[src/rtl/shift_add_multiplier_if.sv]
// Handshake and operand/result bundle between the control logic and the shift-add multiplier.
interface shift_add_multiplier_if #(
    parameter int WIDTH = 4
);
    logic                   start;
    logic [WIDTH-1:0]       multiplicand;
    logic [WIDTH-1:0]       multiplier;
    logic                   busy;
    logic                   done;
    logic [2*WIDTH-1:0]     product;

    modport master (
        output start, multiplicand, multiplier,
        input  busy, done, product
    );

    modport slave (
        input  start, multiplicand, multiplier,
        output busy, done, product
    );
endinterface

[src/rtl/shift_add_multiplier.sv]
// Radix-2 shift-and-add unsigned multiplier: one WIDTH-bit add with carry-out per clock,
// WIDTH iterations, then a single registered completion cycle.
module shift_add_multiplier #(
    parameter int WIDTH = 4
) (
    input logic                   clk,
    input logic                   rst_n,
    shift_add_multiplier_if.slave bus
);
    localparam int CW = $clog2(WIDTH + 1);

    typedef enum logic [1:0] {
        IDLE,
        RUN,
        DONE
    } state_t;

    state_t             state;
    state_t             next_state;
    logic [WIDTH-1:0]   a;
    logic [WIDTH-1:0]   q;
    logic [WIDTH-1:0]   m;
    logic [CW-1:0]      count;
    logic [WIDTH:0]     sum;
    logic               last_iter;
    logic               done_r;
    logic [2*WIDTH-1:0] product_r;

    assign last_iter = (count == CW'(WIDTH - 1));

    always_ff @(posedge clk or negedge rst_n) begin
        if (!rst_n) begin
            state <= IDLE;
        end else begin
            state <= next_state;
        end
    end

    always_comb begin
        next_state = state;
        case (state)
            IDLE:    if (bus.start) next_state = RUN;
            RUN:     if (last_iter) next_state = DONE;
            DONE:    next_state = IDLE;
            default: next_state = IDLE;
        endcase
    end

    // sum[WIDTH] is the carry C; it is consumed by the same-edge shift, so it never needs its own flop.
    always_comb begin
        sum = {1'b0, a} + (q[0] ? {1'b0, m} : '0);
    end

    always_ff @(posedge clk or negedge rst_n) begin
        if (!rst_n) begin
            a         <= '0;
            q         <= '0;
            m         <= '0;
            count     <= '0;
            done_r    <= 1'b0;
            product_r <= '0;
        end else begin
            done_r <= 1'b0;
            case (state)
                IDLE: begin
                    if (bus.start) begin
                        a     <= '0;
                        q     <= bus.multiplier;
                        m     <= bus.multiplicand;
                        count <= '0;
                    end
                end
                RUN: begin
                    a     <= sum[WIDTH:1];
                    q     <= {sum[0], q[WIDTH-1:1]};
                    count <= count + 1'b1;
                end
                DONE: begin
                    product_r <= {a, q};
                    done_r    <= 1'b1;
                end
                default: begin
                    done_r <= 1'b0;
                end
            endcase
        end
    end

    assign bus.busy    = (state != IDLE);
    assign bus.done    = done_r;
    assign bus.product = product_r;
endmodule

[src/flat_wrapper.sv]
// flat-port wrapper written by rule: the top's interface ports become plain ports
module shift_add_multiplier_flat 
#(
    parameter int WIDTH = 4
)
  (clk, rst_n, bus_start, bus_multiplicand, bus_multiplier, bus_busy, bus_done, bus_product);
  shift_add_multiplier_if #(.WIDTH(WIDTH)) bus_i ();
  input logic clk;
  input logic rst_n;
  input wire logic [$bits(bus_i.start)-1:0] bus_start;
  input wire logic [$bits(bus_i.multiplicand)-1:0] bus_multiplicand;
  input wire logic [$bits(bus_i.multiplier)-1:0] bus_multiplier;
  output wire logic [$bits(bus_i.busy)-1:0] bus_busy;
  output wire logic [$bits(bus_i.done)-1:0] bus_done;
  output wire logic [$bits(bus_i.product)-1:0] bus_product;
  assign bus_i.start = bus_start;
  assign bus_i.multiplicand = bus_multiplicand;
  assign bus_i.multiplier = bus_multiplier;
  assign bus_busy = bus_i.busy;
  assign bus_done = bus_i.done;
  assign bus_product = bus_i.product;
  shift_add_multiplier #(.WIDTH(WIDTH)) u_core (.clk(clk), .rst_n(rst_n), .bus(bus_i));
endmodule
[config.mk]
export PLATFORM = sky130hd
export DESIGN_NAME = shift_add_multiplier_flat
export DESIGN_NICKNAME = d
export VERILOG_FILES = /design/src/rtl/shift_add_multiplier_if.sv /design/src/rtl/shift_add_multiplier.sv /design/src/flat_wrapper.sv
export SDC_FILE = /design/constraint.sdc
export NUM_CORES = 1
export LEC_CHECK = 0
export ABC_AREA = 1
export CORE_MARGIN = 2
export CORE_UTILIZATION = 52
export CTS_CLUSTER_DIAMETER = 120
export CTS_CLUSTER_SIZE = 12
export DETAILED_ROUTE_END_ITERATION = 10
export PLACE_DENSITY = 0.78
export SLEW_MARGIN = 20
export SYNTH_ARGS = -nofsm -noshare
export SYNTH_HDL_FRONTEND = slang
export SYNTH_SLANG_ARGS = --single-unit
[constraint.sdc]
create_clock -name clk -period 1.9 [get_ports clk]
set_clock_uncertainty 0.05 [all_clocks]
set_input_delay 0.19 -clock clk [delete_from_list [all_inputs] [get_ports clk]]
set_output_delay 0.19 -clock clk [all_outputs]
set_load 0.02 [all_outputs]
==> run_results.csv, run 1 <==
group,metric,value,unit
clock_tree,cts_max_level,1,
critical_path,critical_path_class,"reg2out",
sta,fmax,563,MHz
pwr,total_power,2.16,mW
layout,fin_util,66.2,%
sta,fin_ws,0.123,ns
floorplanning,dieWidth,53.5,um
sta,setup_viol,0,
critical_path,r2r-end,"u_core.a[1]",
critical_path,cp_num_buf_inv,2,
synth,synthDistinctLibCells,19,
sta,min_period,1.78,ns
pwr,peakVddDrop,1.02,mV
clock_tree,cts_tree,"built",
clock_tree,path_clk_slew,0.13,ns
layout,nets,182,
layout,fillerInstances,190,
floorplanning,die_h,53.5,um
global_route,grt.total_usage,19.5,%
route,drt_iter0_markers,24,
placed_design,port_buffers,20,
layout,regArea,651,um^2
sta,slew_violations,0,
global_route,grt_pass1_wl,3880,um
layout,final_common_cell,"nand2_1",
floorplanning,initial_core_util,56.1,%
pwr,power_leakage,0.779,nW
layout,drive_gt1_share,12.3,%
global_route,overflow,0,
floorplanning,design.core.area,2280,um^2
sta,hold_viol_final,0,
clock_tree,post_cts_buffers,0,
pwr,power.density_cell_area,1440,nW/um^2
critical_path,end_kind,"output port",
floorplanning,num_io_pins,21,
run,maxCapViolCount,0,
critical_path,crit_start,"u_core.state[0]",
sta,max-slew-margin-rel,78.3,%
placed_design,dp_hpwl,1790,um
floorplanning,die-area,2870,um^2
route,post_drt_via_cell_ratio,5.17,
clock_tree,cts_buffers,3,
sta,worst_slew_pin_slew,0.325,ns
pwr,seq_power_share,40.9,%
synth,synth_area,1280,um^2
placed_design,pre_cts_ws,0.221,ns
clock_tree,clock-sinks,26,
pwr,p_int,1.26,mW
global_route,antenna_found_initial,0,
critical_path,cp_data_required_time,1.66,ns
synth,post-synth-top-area-cell,"dfrtp_1",
placed_design,gp_congestion,0.731,
critical_path,path_max_fanout,4,
floorplanning,std_cell_rows,17,
sta,rsz0062_at_grt,"no",
critical_path,start_kind,"flip-flop",
critical_path,max_stage_delay,0.60,ns
layout,final_cell_mix,"nand2_1, dfrtp_1, inv_1",
sta,fin_crit_sh,93.5,%
critical_path,r2r-start,"u_core.q[0]",
synth,ys_seq_elements,26,
pwr,pwr-share-clk,10.6,%
global_route,grt_pass1_vias,930,
synth,netlist_top_cells_area,"dfrtp_1, nand2_1, inv_1",
run_status,status,"finished, final reports clean",
synth,yosysTopAreaCellShare,51.0,%
clock_tree,root_buffer,"clkbuf_4",
clock_tree,cts_buffer_depth,2,
route,wirelength,2300,um
clock_tree,clk_latency,0.32,ns
critical_path,cp_slowest_cell,"clkdlybuf4s50_1",
synth,synth_fp_nets,159,
synth,ys_warn_count,0,
pwr,comb_power_share,48.5,%
route,wire_per_inst,12.1,um
clock_tree,ctsResizeCount,0,
clock_tree,cts_hold_buf,0,
global_route,grt_start_max_net_pins,27,
pwr,p_sw,0.907,mW
route,num_vias,982,
critical_path,endpoint,"bus_busy",
synth,synth_seq_area_share,51.0,%
critical_path,reg2reg_slack,0.19,ns
pwr,swShare,41.9,%
route,drcViolationCount,0,
min_path,hp-class,"in2async",
critical_path,crit_chain,"inv_1, nand2_1, clkdlybuf4s50_1",
layout,diodes,0,
sta,fin_tns_setup,0,ns
critical_path,crit_cells,3,
route,dr.pass1.iters,4,
sta,whs,0.172,ns
synth,avgSynthCellArea,9.05,um^2
layout,area_growth,18.1,%
route,final_antenna_net_count,0,
critical_path,critical_path.top_delay_family,"buffers and inverters",
critical_path,ff2ff_path_depth,9,
layout,multiInputGateArea,494,um^2
critical_path,worstPathArrival,1.54,ns
synth,syn_inst,141,
## through the flow
| stage | cell area, um^2 | cells |
|---|---|---|
| 5_1_grt | 1510 | 190 |
| 3_5_place_dp | 1490 | 187 |
| 2_1_floorplan | 1280 | 141 |
| 3_3_place_gp | 1490 | 187 |
| 4_1_cts | 1510 | 190 |
| 6_report | 1510 | 190 |
## layout make-up
type / count / share of cell area (%)
Timing Repair Buffer: 21 / 13.8
Multi-Input combinational cell: 86 / 32.8
Clock buffer: 3 / 1.49
Inverter: 26 / 6.47
Tap cell: 28 / 2.32
Sequential cell: 26 / 43.2
## logic make-up after synthesis
logic type,Yosys count,share of synthesized area [%]
and+or+nand+nor,51,16.4
buffers and inverters,29,10.3
AOI/OAI and AO/OA,28,14.9
DFF,26,51.0
adders and majority gates,7,7.45
## registers in the layout (all words and copies together), names as in the netlist
name and cells:
u_core.count 3, u_core.m 4, u_core.a 4, u_core.bus.done 1, u_core.state 2, u_core.bus.product 8, u_core.q 4
## routing by layer
layer	share of wire [%]	wire (um)	vias up	track usage, %
met5	0	0	-	0
met4	2.0	46	0	9.40
met3	3.5	81	7	3.33
met2	51	1180	23	35.4
met1	43	992	462	22.0
li1	-	-	490	-
## Yosys cell counts
cell      n
nand2_1  41
dfrtp_1  26
inv_1    23
o21ai_2   9
o21ai_0   8
ha_1      6
nand3_1   6
o21ai_1   5
buf_6     3
inv_2     3
a21oi_1   2
nor2_1    2
a21oi_2   1
a22o_1    1
fa_1      1
nand2_2   1
nor2_4    1
o22ai_1   1
o22ai_2   1
## power groups by stage
stage	registers (mW)	clock network, mW	logic [mW]
after global placement	0.885	0	1.01
after CTS	0.886	0.233	1.06
after detailed placement	0.899	0	1.05
after global routing	0.904	0.246	1.19
after floorplan	0.949	0	0.709
final	0.884	0.230	1.05
## worst register-to-register path: stages (launching register included)
cell	delay, ns
dfrtp_1	0.42
nand2_1	0.07
inv_1	0.06
ha_1	0.18
inv_1	0.07
fa_1	0.42
inv_1	0.11
a21oi_2	0.06
o21ai_1	0.10
o21ai_2	0.07
## how the worst min path moves through the flow
| stage | cells past startpoint | to | slack, ns |
|---|---|---|---|
| after floorplan | 0 | u_core.a[0] | -0.16 |
| after global placement | 2 | u_core.bus.product[7] | 0.41 |
| after detailed placement | 2 | u_core.bus.product[4] | 0.42 |
| after CTS | 2 | u_core.bus.product[1] | 0.18 |
| after global routing | 2 | u_core.bus.product[7] | 0.20 |
| final | 2 | u_core.bus.product[1] | 0.17 |
Power figures use the tool's default switching activity.
==> inputs of run 2 (changes only) <==
--- a/config.mk
+++ b/config.mk
@@ -7,11 +7,12 @@
 export LEC_CHECK = 0
 export ABC_AREA = 1
 export CORE_MARGIN = 2
-export CORE_UTILIZATION = 52
+export CORE_UTILIZATION = 45
 export CTS_CLUSTER_DIAMETER = 120
 export CTS_CLUSTER_SIZE = 12
 export DETAILED_ROUTE_END_ITERATION = 10
-export PLACE_DENSITY = 0.78
+export PLACE_DENSITY = 0.69
+export SKIP_LAST_GASP = 1
 export SLEW_MARGIN = 20
 export SYNTH_ARGS = -nofsm -noshare
 export SYNTH_HDL_FRONTEND = slang
==> run 2 against run 1 <==
Effect of this change: first-iteration DRC count up 33%; count of clock-buffer cells in the layout unchanged; final cell count rose by 2.1%; sequential share of layout area fell by 0.95 points; routed wire length decreased by 1.8%; global-route usage fell by 4.4 points; core utilization down 9.9 points; fmax fell by 0.63%; sequential cell count unchanged; register-to-register slack got worse by 0.03 ns; largest power group unchanged.
==> run_results.csv, run 2 (synthesized netlist as in run 1, its figures left out) <==
group,metric,value,unit
layout,nets,182,
route,wire_per_inst,11.6,um
run_status,status,"finished, final reports clean",
floorplanning,die-area,3280,um^2
sta,rsz0062_at_grt,"no",
route,drcViolationCount,0,
clock_tree,cts_buffers,3,
global_route,overflow,0,
run,maxCapViolCount,0,
placed_design,port_buffers,20,
min_path,hp-class,"in2async",
route,dr.pass1.iters,5,
sta,worst_slew_pin_slew,0.323,ns
pwr,power_leakage,0.793,nW
sta,fmax,559,MHz
sta,fin_tns_setup,0,ns
route,wirelength,2260,um
route,post_drt_via_cell_ratio,4.87,
global_route,grt_pass1_wl,3820,um
critical_path,cp_data_required_time,1.66,ns
global_route,antenna_found_initial,0,
placed_design,gp_congestion,0.703,
sta,setup_viol,0,
pwr,p_int,1.40,mW
pwr,p_sw,0.907,mW
layout,diodes,0,
layout,drive_gt1_share,12.9,%
sta,fin_ws,0.112,ns
sta,fin_crit_sh,94.1,%
pwr,pwr-share-clk,16.6,%
pwr,power.density_cell_area,1490,nW/um^2
floorplanning,die_h,57.3,um
critical_path,path_max_fanout,4,
pwr,peakVddDrop,1.05,mV
critical_path,critical_path_class,"reg2out",
clock_tree,path_clk_slew,0.14,ns
pwr,seq_power_share,38.3,%
clock_tree,root_buffer,"clkbuf_4",
clock_tree,post_cts_buffers,0,
global_route,grt_start_max_net_pins,27,
floorplanning,std_cell_rows,19,
sta,hold_viol_final,0,
critical_path,start_kind,"flip-flop",
clock_tree,cts_buffer_depth,2,
floorplanning,initial_core_util,46.7,%
global_route,grt.total_usage,15.1,%
route,final_antenna_net_count,0,
clock_tree,cts_hold_buf,0,
layout,largest_reg_flops,8,
clock_tree,cts_tree,"built",
layout,final_cell_mix,"nand2_1, dfrtp_1, inv_1",
route,drt_iter0_markers,32,
floorplanning,dieWidth,57.3,um
floorplanning,design.core.area,2730,um^2
sta,whs,0.149,ns
critical_path,worstPathArrival,1.55,ns
sta,min_period,1.79,ns
placed_design,dp_hpwl,1720,um
sta,slew_violations,0,
clock_tree,cts_max_level,1,
pwr,comb_power_share,45.1,%
clock_tree,clock-sinks,26,
global_route,grt_pass1_vias,903,
critical_path,end_kind,"output port",
clock_tree,clk_latency,0.33,ns
sta,max-slew-margin-rel,78.5,%
clock_tree,ctsResizeCount,0,
floorplanning,num_io_pins,21,
layout,final_common_cell,"nand2_1",
pwr,swShare,39.4,%
placed_design,pre_cts_ws,0.178,ns
layout,area_growth,20.8,%
route,num_vias,945,
-- run 2: cell types whose count changed in the layout (fill, tap and decap cells not counted), sizes merged --
cell,change
bufinv,+1
-- run 2: stage by stage --
stage	std cells	utilization, %	total power, mW	instance area [um^2]
after floorplan	141	-	1.66	1280
after global placement	190	54.5	1.90	1490
after detailed placement	190	54.5	1.94	1490
after CTS	194	56.4	2.32	1540
after global routing	194	56.4	2.48	1540
final	194	56.4	2.30	1540
-- run 2: per-layer routing --
layer  track usage [%]  vias up  share of wire [%]
met5                 0        -                  0
met4              5.98        0                1.7
met3              2.27        5                4.1
met2              26.6       25                 49
met1              18.6      429                 45
li1                  -      486                  -
-- run 2: worst paths after layout --
path	from	end	depth (start not counted)	slack, ns
worst max register to register	u_core.q[0]	u_core.a[1]	9	0.16
worst max-delay path	u_core.state[0]	bus_busy	3	0.11
min in group clk	bus_multiplicand[0]	u_core.m[0]	3	0.35
worst min register to register	u_core.bus.product[7]	u_core.bus.product[7]	2	0.44
max in group asynchronous	rst_n	u_core.count[1]	2	1.40
worst min-delay path	rst_n	u_core.bus.product[0]	2	0.15
-- run 2: worst max-delay path, cell delays in order, from the launching register on --
cell and delay (ns):
dfrtp_1 0.48, inv_1 0.08, nand2_1 0.06, clkdlybuf4s50_1 0.60
-- run 2: power groups by stage --
| stage | clock network (mW) | registers, mW | logic [mW] |
|---|---|---|---|
| floorplan | 0 | 0.949 | 0.709 |
| global placement | 0 | 0.885 | 1.01 |
| detailed placement | 0 | 0.897 | 1.05 |
| CTS | 0.386 | 0.885 | 1.05 |
| global route | 0.410 | 0.908 | 1.16 |
| finish | 0.382 | 0.883 | 1.04 |
-- run 2: layout make-up --
| cell class | instances | area [um^2] |
|---|---|---|
| multi-input cells | 86 | 494 |
| clock inverters | 1 | 30.0 |
| fillers | 251 | 1190 |
| inverters | 26 | 97.6 |
| flip-flops and latches | 26 | 651 |
| repair buffers | 21 | 208 |
| clock buffers | 3 | 22.5 |
| well taps | 31 | 38.8 |
==> inputs of run 3 (changes only) <==
--- a/config.mk
+++ b/config.mk
@@ -12,6 +12,7 @@
 export CTS_CLUSTER_SIZE = 12
 export DETAILED_ROUTE_END_ITERATION = 10
 export PLACE_DENSITY = 0.69
+export RECOVER_POWER = 50
 export SKIP_LAST_GASP = 1
 export SLEW_MARGIN = 20
 export SYNTH_ARGS = -nofsm -noshare
==> run 3 against run 2 <==
Effect of this change: routed wire length grew 0.35%; total power fell by 0.46%; fmax grew 2.7%; design area fell by 0.73%; count of clock-buffer cells in the layout is the same; first-iteration DRC count shrank 13%; via count is 0.63% lower; sequential share of layout area is 0.31 points higher; critical path type is now reg2reg; largest cell class unchanged; combinational power about the same; global-route usage did not move.
==> run_results.csv, run 3 (synthesized netlist as in run 1, its figures left out) <==
group,metric,value,unit
placed_design,port_buffers,20,
layout,nets,182,
min_path,min_from,"bus_multiplicand[0]",
clock_tree,clk_latency,0.33,ns
pwr,comb_power_share,45.0,%
global_route,antenna_found_initial,0,
sta,max-slew-margin-rel,8.06,%
floorplanning,design.core.area,2730,um^2
global_route,grt_pass1_vias,903,
sta,rsz0062_at_grt,"no",
route,wire_per_inst,11.7,um
clock_tree,cts_hold_buf,0,
global_route,grt.total_usage,15.1,%
floorplanning,std_cell_rows,19,
clock_tree,clock-sinks,26,
global_route,grt_start_max_net_pins,27,
clock_tree,post_cts_buffers,0,
critical_path,r2r-end,"u_core.a[1]",
sta,fin_tns_setup,0,ns
route,num_vias,939,
clock_tree,cts_tree,"built",
layout,area_growth,19.9,%
clock_tree,cts_buffer_depth,2,
pwr,power.density_cell_area,1500,nW/um^2
pwr,swShare,39.3,%
pwr,p_int,1.39,mW
floorplanning,dieWidth,57.3,um
sta,min_period,1.74,ns
pwr,p_sw,0.901,mW
run,maxCapViolCount,0,
pwr,seq_power_share,38.3,%
pwr,power_leakage,0.789,nW
sta,hold_viol_final,0,
route,drt_iter0_markers,28,
sta,fin_crit_sh,91.6,%
pwr,peakVddDrop,1.05,mV
clock_tree,path_clk_slew,0.14,ns
route,drcViolationCount,0,
critical_path,worstPathArrival,1.93,ns
critical_path,ff2ff_path_depth,9,
clock_tree,cts_buffers,3,
min_path,hp-class,"in2reg",
placed_design,dp_hpwl,1720,um
placed_design,placed_area,1490,um^2
critical_path,end_kind,"flip-flop",
pwr,pwr-share-clk,16.7,%
critical_path,start_kind,"flip-flop",
min_path,worstHoldPathCells,3,
floorplanning,die_h,57.3,um
critical_path,r2r-start,"u_core.q[0]",
clock_tree,cts_max_level,1,
sta,setup_viol,0,
layout,largest_reg_flops,8,
layout,diodes,0,
critical_path,path_max_fanout,5,
sta,fmax,574,MHz
min_path,worstHoldEndpoint,"u_core.m[0]",
global_route,overflow,0,
clock_tree,ctsResizeCount,0,
run_status,status,"finished, final reports clean",
layout,final_common_cell,"nand2_1",
route,final_antenna_net_count,0,
route,dr.pass1.iters,4,
placed_design,gp_congestion,0.703,
layout,fillerInstances,251,
critical_path,reg2reg_slack,0.16,ns
floorplanning,initial_core_util,46.7,%
critical_path,cp_data_required_time,2.09,ns
floorplanning,num_io_pins,21,
layout,stdcell_count,194,
critical_path,critical_path_class,"reg2reg",
route,wirelength,2270,um
clock_tree,root_buffer,"clkbuf_4",
layout,final_cell_mix,"nand2_1, dfrtp_1, inv_1",
route,post_drt_via_cell_ratio,4.84,
placed_design,dp_cells,190,
global_route,grt_pass1_wl,3820,um
floorplanning,die-area,3280,um^2
sta,slew_violations,0,
pwr,total_power,2.29,mW
sta,worst_slew_pin_slew,1.38,ns
layout,drive_gt1_share,11.0,%
layout,final_area,1530,um^2
run 3: power groups by stage:
stage	clock, mW	sequential (mW)	combinational (mW)
floorplan	0	0.949	0.709
global placement	0	0.885	1.01
detailed placement	0	0.897	1.05
CTS	0.386	0.885	1.05
global route	0.410	0.904	1.16
finish	0.382	0.878	1.03
run 3: metrics by stage:
step                utilization (%)  setup slack (ns)  hold slack (ns)
floorplan                         -             0.336           -0.156
global placement               54.5             0.288            0.404
detailed placement             54.5             0.178            0.410
CTS                            56.4             0.103            0.162
global route                   56.0           0.00524            0.377
finish                         56.0             0.159            0.353
run 3: cell type report:
type                            instances  area, um^2  area share [%]
Timing Repair Buffer                   21         204            13.3
Multi-Input combinational cell         86         487            31.8
Inverter                               26        97.6            6.38
Clock inverter                          1        30.0            1.96
Tap cell                               31        38.8            2.53
Sequential cell                        26         651            42.5
Clock buffer                            3        22.5            1.47
run 3: layer usage:
metal  vias up  global-route usage (%)  part of all wire [%]
met2        21                    26.6                    49
met4         0                    5.98                   1.7
met5         -                       0                     0
li1        486                       -                     -
met1       427                    18.6                    46
met3         5                    2.27                   3.5
run 3: worst max-delay path: stages (launching register included):
cell	delay, ns
dfrtp_1	0.43
nand2_1	0.07
inv_1	0.06
ha_1	0.18
inv_1	0.07
fa_1	0.41
inv_1	0.12
a21oi_2	0.07
o21ai_1	0.12
o21ai_2	0.08
run 3: how the worst max path moves through the flow:
stage | from | to
floorplan | u_core.q[0] | u_core.a[1]
detailed placement | u_core.q[0] | u_core.a[1]
global placement | u_core.q[0] | u_core.a[1]
CTS | u_core.state[0] | bus_busy
global route | u_core.q[0] | u_core.a[3]
finish | u_core.q[0] | u_core.a[1]
